**config.mk**
```make
export PLATFORM = sky130hd
export DESIGN_NAME = mem_bridge_8b
export DESIGN_NICKNAME = d
export VERILOG_FILES = /design/src/rtl/mem_bus_pkg.sv /design/src/rtl/mem_wait_timer.sv /design/src/rtl/mem_bridge_8b.sv
export SDC_FILE = /design/constraint.sdc
export NUM_CORES = 1
export LEC_CHECK = 0
export BUFFER_PORTS_ARGS = -buffer_cell sky130_fd_sc_hd__buf_2
export CAP_MARGIN = 20
export CORE_AREA = 4 4 83 85
export CTS_CLUSTER_DIAMETER = 50
export DETAILED_ROUTE_END_ITERATION = 7
export DIE_AREA = 0 0 87 89
export HOLD_SLACK_MARGIN = 0.1
export PLACE_DENSITY = 0.82
export SETUP_SLACK_MARGIN = 0.15
export SYNTH_ARGS = -nofsm -noshare
export SYNTH_HDL_FRONTEND = slang
export SYNTH_HIERARCHICAL = 1
export SYNTH_SLANG_ARGS = --single-unit
```
**constraint.sdc**
```tcl
create_clock -name clk -period 5.4 [get_ports clk]
set_input_delay 0.54 -clock clk [delete_from_list [all_inputs] [get_ports clk]]
set_output_delay 0.54 -clock clk [all_outputs]
set_load 0.005 [all_outputs]
```
**src/rtl/mem_bus_pkg.sv**
```systemverilog
// Shared types and constants for the 16-bit core bus to 8-bit external memory bridge.
package mem_bus_pkg;

   localparam int unsigned WAIT_W = 4;

   localparam logic CMD_READ  = 1'b0;
   localparam logic CMD_WRITE = 1'b1;

   localparam logic LANE_LO = 1'b0;
   localparam logic LANE_HI = 1'b1;

   typedef enum logic [1:0] {
      StIdle,
      StLo,
      StHi,
      StDone
   } bridge_state_e;

   function automatic logic [15:0] lane_addr(logic [14:0] word_addr, logic lane);
      return {word_addr, lane};
   endfunction

endpackage

```
**src/rtl/mem_wait_timer.sv**
```systemverilog
// Loadable down-counter that times one external byte phase.
module mem_wait_timer
   import mem_bus_pkg::*;
(
   input  logic              clk,
   input  logic              rst,
   input  logic              load,
   input  logic [WAIT_W-1:0] value,
   output logic              zero
);

   logic [WAIT_W-1:0] count;

   always_ff @(posedge clk) begin
      if (rst) begin
         count <= '0;
      end else if (load) begin
         count <= value;
      end else if (count != '0) begin
         count <= count - WAIT_W'(1);
      end
   end

   assign zero = (count == '0);

endmodule

```
**src/rtl/mem_bridge_8b.sv**
```systemverilog
// Bus target that splits 16-bit core requests into one or two 8-bit external byte cycles.
module mem_bridge_8b
   import mem_bus_pkg::*;
#(
   parameter int unsigned WAIT_STATES = 1
) (
   input  logic        clk,
   input  logic        rst,
   input  logic        mem_bus_assert,
   input  logic [15:0] mem_addr,
   input  logic [15:0] mem_data,
   input  logic        mem_cmd,
   input  logic        be0,
   input  logic        be1,
   output logic        mem_rdy,
   output logic [15:0] mem_rdata,
   output logic [15:0] ext_addr,
   output logic [7:0]  ext_wdata,
   input  logic [7:0]  ext_rdata,
   output logic        ext_ce,
   output logic        ext_we,
   output logic        ext_oe
);

   localparam logic [WAIT_W-1:0] WAIT_LOAD = WAIT_W'(WAIT_STATES);

   bridge_state_e state;
   logic [14:0]   word_addr;
   logic [7:0]    wdata_hi;
   logic          be1_q;
   logic          cmd_q;
   logic          timer_load;
   logic          timer_zero;

   // The lane bit of the byte address comes from the phase, never from the request.
   logic unused_addr0;
   assign unused_addr0 = mem_addr[0];

   // Idle keeps the timer primed so a phase entered from idle starts at WAIT_STATES.
   assign timer_load = (state == StIdle) || ((state == StLo) && timer_zero);

   mem_wait_timer u_timer (
      .clk   (clk),
      .rst   (rst),
      .load  (timer_load),
      .value (WAIT_LOAD),
      .zero  (timer_zero)
   );

   always_ff @(posedge clk) begin
      if (rst) begin
         state     <= StIdle;
         mem_rdy   <= 1'b0;
         mem_rdata <= '0;
         ext_addr  <= '0;
         ext_wdata <= '0;
         ext_ce    <= 1'b0;
         ext_we    <= 1'b0;
         ext_oe    <= 1'b0;
         word_addr <= '0;
         wdata_hi  <= '0;
         be1_q     <= 1'b0;
         cmd_q     <= CMD_READ;
      end else begin
         mem_rdy <= 1'b0;
         unique case (state)
            StIdle: begin
               if (mem_bus_assert) begin
                  word_addr <= mem_addr[15:1];
                  wdata_hi  <= mem_data[15:8];
                  be1_q     <= be1;
                  cmd_q     <= mem_cmd;
                  if (mem_cmd == CMD_READ) mem_rdata <= '0;
                  if (be0 || be1) begin
                     ext_ce    <= 1'b1;
                     ext_we    <= (mem_cmd == CMD_WRITE);
                     ext_oe    <= (mem_cmd == CMD_READ);
                     ext_addr  <= lane_addr(mem_addr[15:1], be0 ? LANE_LO : LANE_HI);
                     ext_wdata <= be0 ? mem_data[7:0] : mem_data[15:8];
                     state     <= be0 ? StLo : StHi;
                  end else begin
                     state   <= StDone;
                     mem_rdy <= 1'b1;
                  end
               end
            end
            StLo: begin
               if (timer_zero) begin
                  if (cmd_q == CMD_READ) mem_rdata[7:0] <= ext_rdata;
                  if (be1_q) begin
                     // Strobes stay up: the high phase follows with no idle gap.
                     ext_addr  <= lane_addr(word_addr, LANE_HI);
                     ext_wdata <= wdata_hi;
                     state     <= StHi;
                  end else begin
                     ext_ce  <= 1'b0;
                     ext_we  <= 1'b0;
                     ext_oe  <= 1'b0;
                     state   <= StDone;
                     mem_rdy <= 1'b1;
                  end
               end
            end
            StHi: begin
               if (timer_zero) begin
                  if (cmd_q == CMD_READ) mem_rdata[15:8] <= ext_rdata;
                  ext_ce  <= 1'b0;
                  ext_we  <= 1'b0;
                  ext_oe  <= 1'b0;
                  state   <= StDone;
                  mem_rdy <= 1'b1;
               end
            end
            StDone: state <= StIdle;
            default: state <= StIdle;
         endcase
      end
   end

endmodule
```
; Word-level counts from Yosys, hierarchy flattened
; Cells that the tools add are included.
[op_classes]
n_reduce_logical = 17
n_eq_ne = 12
mux = 45
magnitude_cmp = 0
multipliers = 0
n_bitwise = 1
div = 0
n_shift = 0
n_addsub = 1
[op_table]
columns = operator, n
row1 = 16-bit two-way mux, 6
row2 = 8-bit two-way mux, 7
row3 = 8-bit one-hot mux with 2 select lines, 3
row4 = 16-bit one-hot mux with 2 select lines, 1
row5 = 1-bit two-way mux, 18
row6 = 2-bit inequality test (second input constant), 8
row7 = 5-bit AND reduction, 3
row8 = 1-bit one-hot mux with 3 select lines, 4
row9 = 2-bit two-way mux, 5
row10 = 2-bit one-hot mux with 4 select lines, 1
row11 = 6-bit AND reduction, 1
row12 = 2-bit nonzero test, 3
row13 = 2-bit equality test (second input constant), 2
row14 = 4-bit logical NOT, 1
row15 = 4-bit nonzero test, 1
row16 = 4-bit by 1-bit subtractor with 4-bit output (second input constant), 1
row17 = 3-bit AND reduction, 1
row18 = 3-bit nonzero test, 1
row19 = 2-bit by 1-bit equality test with 1-bit output (second input constant), 1
row20 = 2-bit logical NOT, 1
row21 = 1-bit logical OR, 2
row22 = 2-bit by 1-bit inequality test with 1-bit output (second input constant), 1
row23 = 2-bit AND reduction, 1
row24 = 2-bit OR reduction, 1
row25 = 2 further kinds, 2
[word_totals]
n_memories = 0
word_cells = 91
latchBits = 0
mem_bits_rw = 0
inputBits = 46
romBits = 0
regBits = 75
out_inout_bits = 44

; Depth between registers and ports, before layout
[depth]
depth_word = 4
mapped_depth = 8
ltp_nobuf = 7

; Hierarchy
; The synthesis kept the hierarchy.
[by_module_without_submodules]
columns = module, seq_area_each_um2, cells_per_inst, instances, area_each_um2
row1 = mem_bridge_8b, 1421.4, 361, 1, 3100.5
row2 = mem_wait_timer, 80.1, 24, 1, 229.0

; Least setup slack after synthesis
; Ideal clock, no wire load.
[synth_path]
kind = register to register
startpoint = register u_timer.count[0]
endpoint = register ext_wdata[0]
n_path_buf = 1
setup_ns = 0.128
path_slack_ns = 3.606
path_stages_with_launch = 9
required_ns = 5.272
period_less_slack_ns = 1.794
arrival_time_ns = 1.667
cell_sequence = dfxtp_1 inv_1 ha_1 nor3b_4 nand3_1 a22oi_2 buf_6 mux2i_1 nor2_1
[synth_via]
elab_chain_cells = 3
[synth_rtl]
columns = item, line_no
row1 = start: declaration, mem_wait_timer.sv:12  ; logic [WAIT_W-1:0] count;
row2 = start signal: assignment, mem_wait_timer.sv:18  ; count <= value;
row3 = start signal: assignment, mem_wait_timer.sv:20  ; count <= count - WAIT_W'(1);
row4 = 4-bit logical NOT, mem_wait_timer.sv:24  ; assign zero = (count == '0);
row5 = via timer_zero, mem_bridge_8b.sv:33  ; logic timer_zero;
row6 = 2-bit inequality test (no source line), --
row7 = 5-bit AND reduction (no source line), --
row8 = end signal: assignment, mem_bridge_8b.sv:79  ; ext_wdata <= be0 ? mem_data[7:0] : mem_data[15:8];
row9 = end signal: assignment, mem_bridge_8b.sv:93  ; ext_wdata <= wdata_hi;
row10 = end: declaration, mem_bridge_8b.sv:18  ; output logic [7:0] ext_wdata,
; The timed path passes the listed nets, and every way through them passes these cells.
; A chain may end at the register's enable or synchronous reset.

; Worst setup path in the final report
[layout_path]
startpoint = register state[1]
endpoint = register ext_wdata[6]
[layout_via]
elab_chain_cells = 3
elab_cells_between_ends = 9
cone_classes = eq/ne: 5 / mux: 1 / reduce/logical: 3
[layout_rtl]
columns = item, line_no
row1 = start: declaration, mem_bridge_8b.sv:27  ; bridge_state_e state;
row2 = start signal: assignment, mem_bridge_8b.sv:52  ; state <= StIdle;
row3 = start signal: assignment, mem_bridge_8b.sv:80  ; state <= be0 ? StLo : StHi;
row4 = start signal: assignment, mem_bridge_8b.sv:82  ; state <= StDone;
row5 = 2-bit by 1-bit equality test with 1-bit output / 2-bit logical NOT (equally long branches), mem_bridge_8b.sv:66  ; unique case (state)
row6 = "2-bit inequality test (no source line), or another cell as far along", --
row7 = 5-bit AND reduction (no source line), --
; Parallel ways exist; a longest one is shown, timed or not.

==> flow_summary_export.csv <==
group,metric,value,unit
pwr,power_density,564,nW/um^2
worst_setup_path,crit_chain,"inv_1, ha_2, nand3_1, a22oi_2, buf_4, mux2i_1, nor2_1",
final_layout,final_common_cell,"buf_2",
yosys,seq_area_frac_synth,0.451,
yosys,yosys_warnings,6,
timing,period_needed,2.96,ns
die,row_count,29,
pwr,total_power,2.26,mW
placement,gp_congestion,0.768,
timing,slew_viol_final,0,
die,die_x,87,um
yosys,synth_top_area_frac,0.451,
yosys,synth_compound_area_frac,0.168,
pwr,peakVddDrop,400,uV
cts,cts_hold_buffers,0,
placement,dp_cells,529,
die,core,6200,sq um
routing,post_drt_wl_per_cell,13.5,um
final_layout,design_area,4010,sq um
final_layout,nets,518,
routing,vias,2921,
yosys,netlist_instances,385,
timing,timing.final.ws_setup,2.44,ns
timing,worstMarginPinSlew,1.01,ns
die,ios,90,
cts,postCtsSetupRepairBufs,0,
grt,antenna_found_initial,0,
cts,cts_tree,"yes",
yosys,synth_mux_area_frac,0.106,
placement,dp_slack,2.44,ns
yosys,synth-seq-cells,75,
timing,finalCritPeriodShare,0.548,
final_layout,final_cells,545,
pwr,total_leakage_power,1.71,nW
cts,cts_resized,0,
worst_setup_path,cpPeakStageDelay,0.78,ns
worst_setup_path,critPathKind,"register to register",
worst_setup_path,required,5.60,ns
grt,track_usage,0.196,
timing,hold_slack,0.432,ns
timing,rsz0062_at_grt,"no",
cts,cts_buffers,9,
yosys,synthesis.area,3330,sq um
yosys,synth_top_family_by_area,"simple AND/OR/NAND/NOR gates",
timing,finClkSkew,0.0139,ns
routing,wl,7380,um
placement,place_area,3770,sq um
yosys,synth_cell_type_count,37,
die,dieHeight,89,um
die,dieArea,7740,sq um
worst_setup_path,critPathTopFamily,"adder cells",
grt,grt_pass1_vias,2730,
yosys,synth.largest_area_cell,"dfxtp_1",
timing,setup_viol,0,
cts,cts_num_sinks,75,
run,maxCapViolCount,0,
grt,grt_max_degree,77,
yosys,synth_area_per_cell,8.65,sq um
timing,tns,0,ns
routing,ant_nets,0,
cts,h-tree-depth,3,
placement,dpl.hpwl,4930,um
routing,remaining_drc_errors,0,
final_layout,synthToLayoutAreaGrowth,20.4,%
yosys,synth_edf_count,0,
grt,grt_pass1_wl,12200,um
routing,dr.pass1.iters,4,
yosys,synthAdderAreaFrac,0.0338,
worst_setup_path,cp.arrival,3.16,ns
final_layout,post-route-util,0.646,
yosys,synth_xor_area_frac,0.00526,
timing,finalHoldViolCount,0,
placement,io_buffers,88,
timing,maxSlewHeadroom,0.329,
yosys,synth_ff_type,"dfxtp_1",
cts,cts_buffer_depth,2,
final_layout,final_cell_mix,"buf_2 (88), nand2_1 (82), dfxtp_1 (75)",
yosys,async_flop_share,0,
yosys,synthTopCellsByArea,"dfxtp_1 (45%), mux2i_1 (10%), nand2_1 (9.2%)",
cts,clk_pin_slew,0.09,ns
yosys,synth-simple-area-share,0.190,
final_layout,diodes,0,
worst_setup_path,startpoint_type,"register",
worst_setup_path,critPathCaptureType,"register",
cts,cts_root_buf,"clkbuf_8",
final_layout,final_layout_size_suffix_gt1_frac,0.248,
worst_setup_path,crit_slowest_cell,"ha_2",
outcome,status,"finished, final reports clean",
cts,clk_latency,0.34,ns
routing,detail_route.vias_per_cell,5.36,
routing,drt_iter0_drc,177,
worst_setup_path,worst-path-buf-inv,2,
worst_hold_path,hp-class,"input port to register",
timing,fmax,338,MHz
worst_setup_path,path_max_fanout,36,
grt,grt-ovfl-total,0,
die,start_util,0.537,
synth_stat cells (2+ instances only):
library cell,count
buf_4,4
buf_2,6
ha_1,9
dfxtp_1,75
o22ai_1,2
nand3_1,17
clkbuf_1,14
xnor2_1,2
a221oi_4,2
nor3_1,4
conb_1,2
inv_1,6
o21ai_0,11
nor2b_1,3
mux2i_1,34
a21oi_1,47
or3b_1,2
nand2b_1,3
a211oi_1,15
nor2_1,27
or2_2,2
nand2_1,82
a221o_1,2
per-layer routing:
metal / vias to the layer above / wire (um) / global-route usage
met5: - / 0 / 0
met4: 0 / 112 / 0.0765
met3: 11 / 361 / 0.0406
met2: 79 / 3570 / 0.335
met1: 1360 / 3340 / 0.244
li1: 1471 / - / -
where the power goes:
group / switching [mW] / internal, mW
combinational: 0.568 / 0.397
clock: 0.208 / 0.309
sequential: 0.0835 / 0.695
layout make-up:
type	instances	area [sq um]
Inverter	6	22.5
Clock inverter	6	113
Clock buffer	10	128
Timing Repair Buffer	90	455
Tap cell	77	96.3
Fill cell	509	2200
Multi-Input combinational cell	281	1690
Sequential cell	75	1500
registers in the layout (all words and copies together), names as in the netlist:
signal         count
be1_q              1
ext_we             1
mem_rdata         16
u_timer/count      4
mem_rdy            1
cmd_q              1
ext_oe             1
state              2
ext_wdata          8
ext_ce             1
word_addr         15
wdata_hi           8
ext_addr          16
cells by family after synthesis:
kind of cell    Yosys count
fa+ha+maj                 9
xor+xnor                  2
simple gates            145
compound gates           86
buf+inv                  31
flops                    75
other cells               2
mux                      35
path summary, 6_finish.rpt:
check	start	endpoint	slack (ns)	cells past startpoint
min reg2reg	ext_we	ext_we	0.45	2
max	state[1]	ext_wdata[6]	2.44	7
min	mem_addr[1]	word_addr[0]	0.43	3
max reg2reg	state[1]	ext_wdata[6]	2.44	7
worst min-delay path, stage by stage:
cell,delay [ns]
buf_2,0.10
nand2_1,0.05
a21oi_1,0.05
No activity file was read; power rests on OpenSTA's default activity.
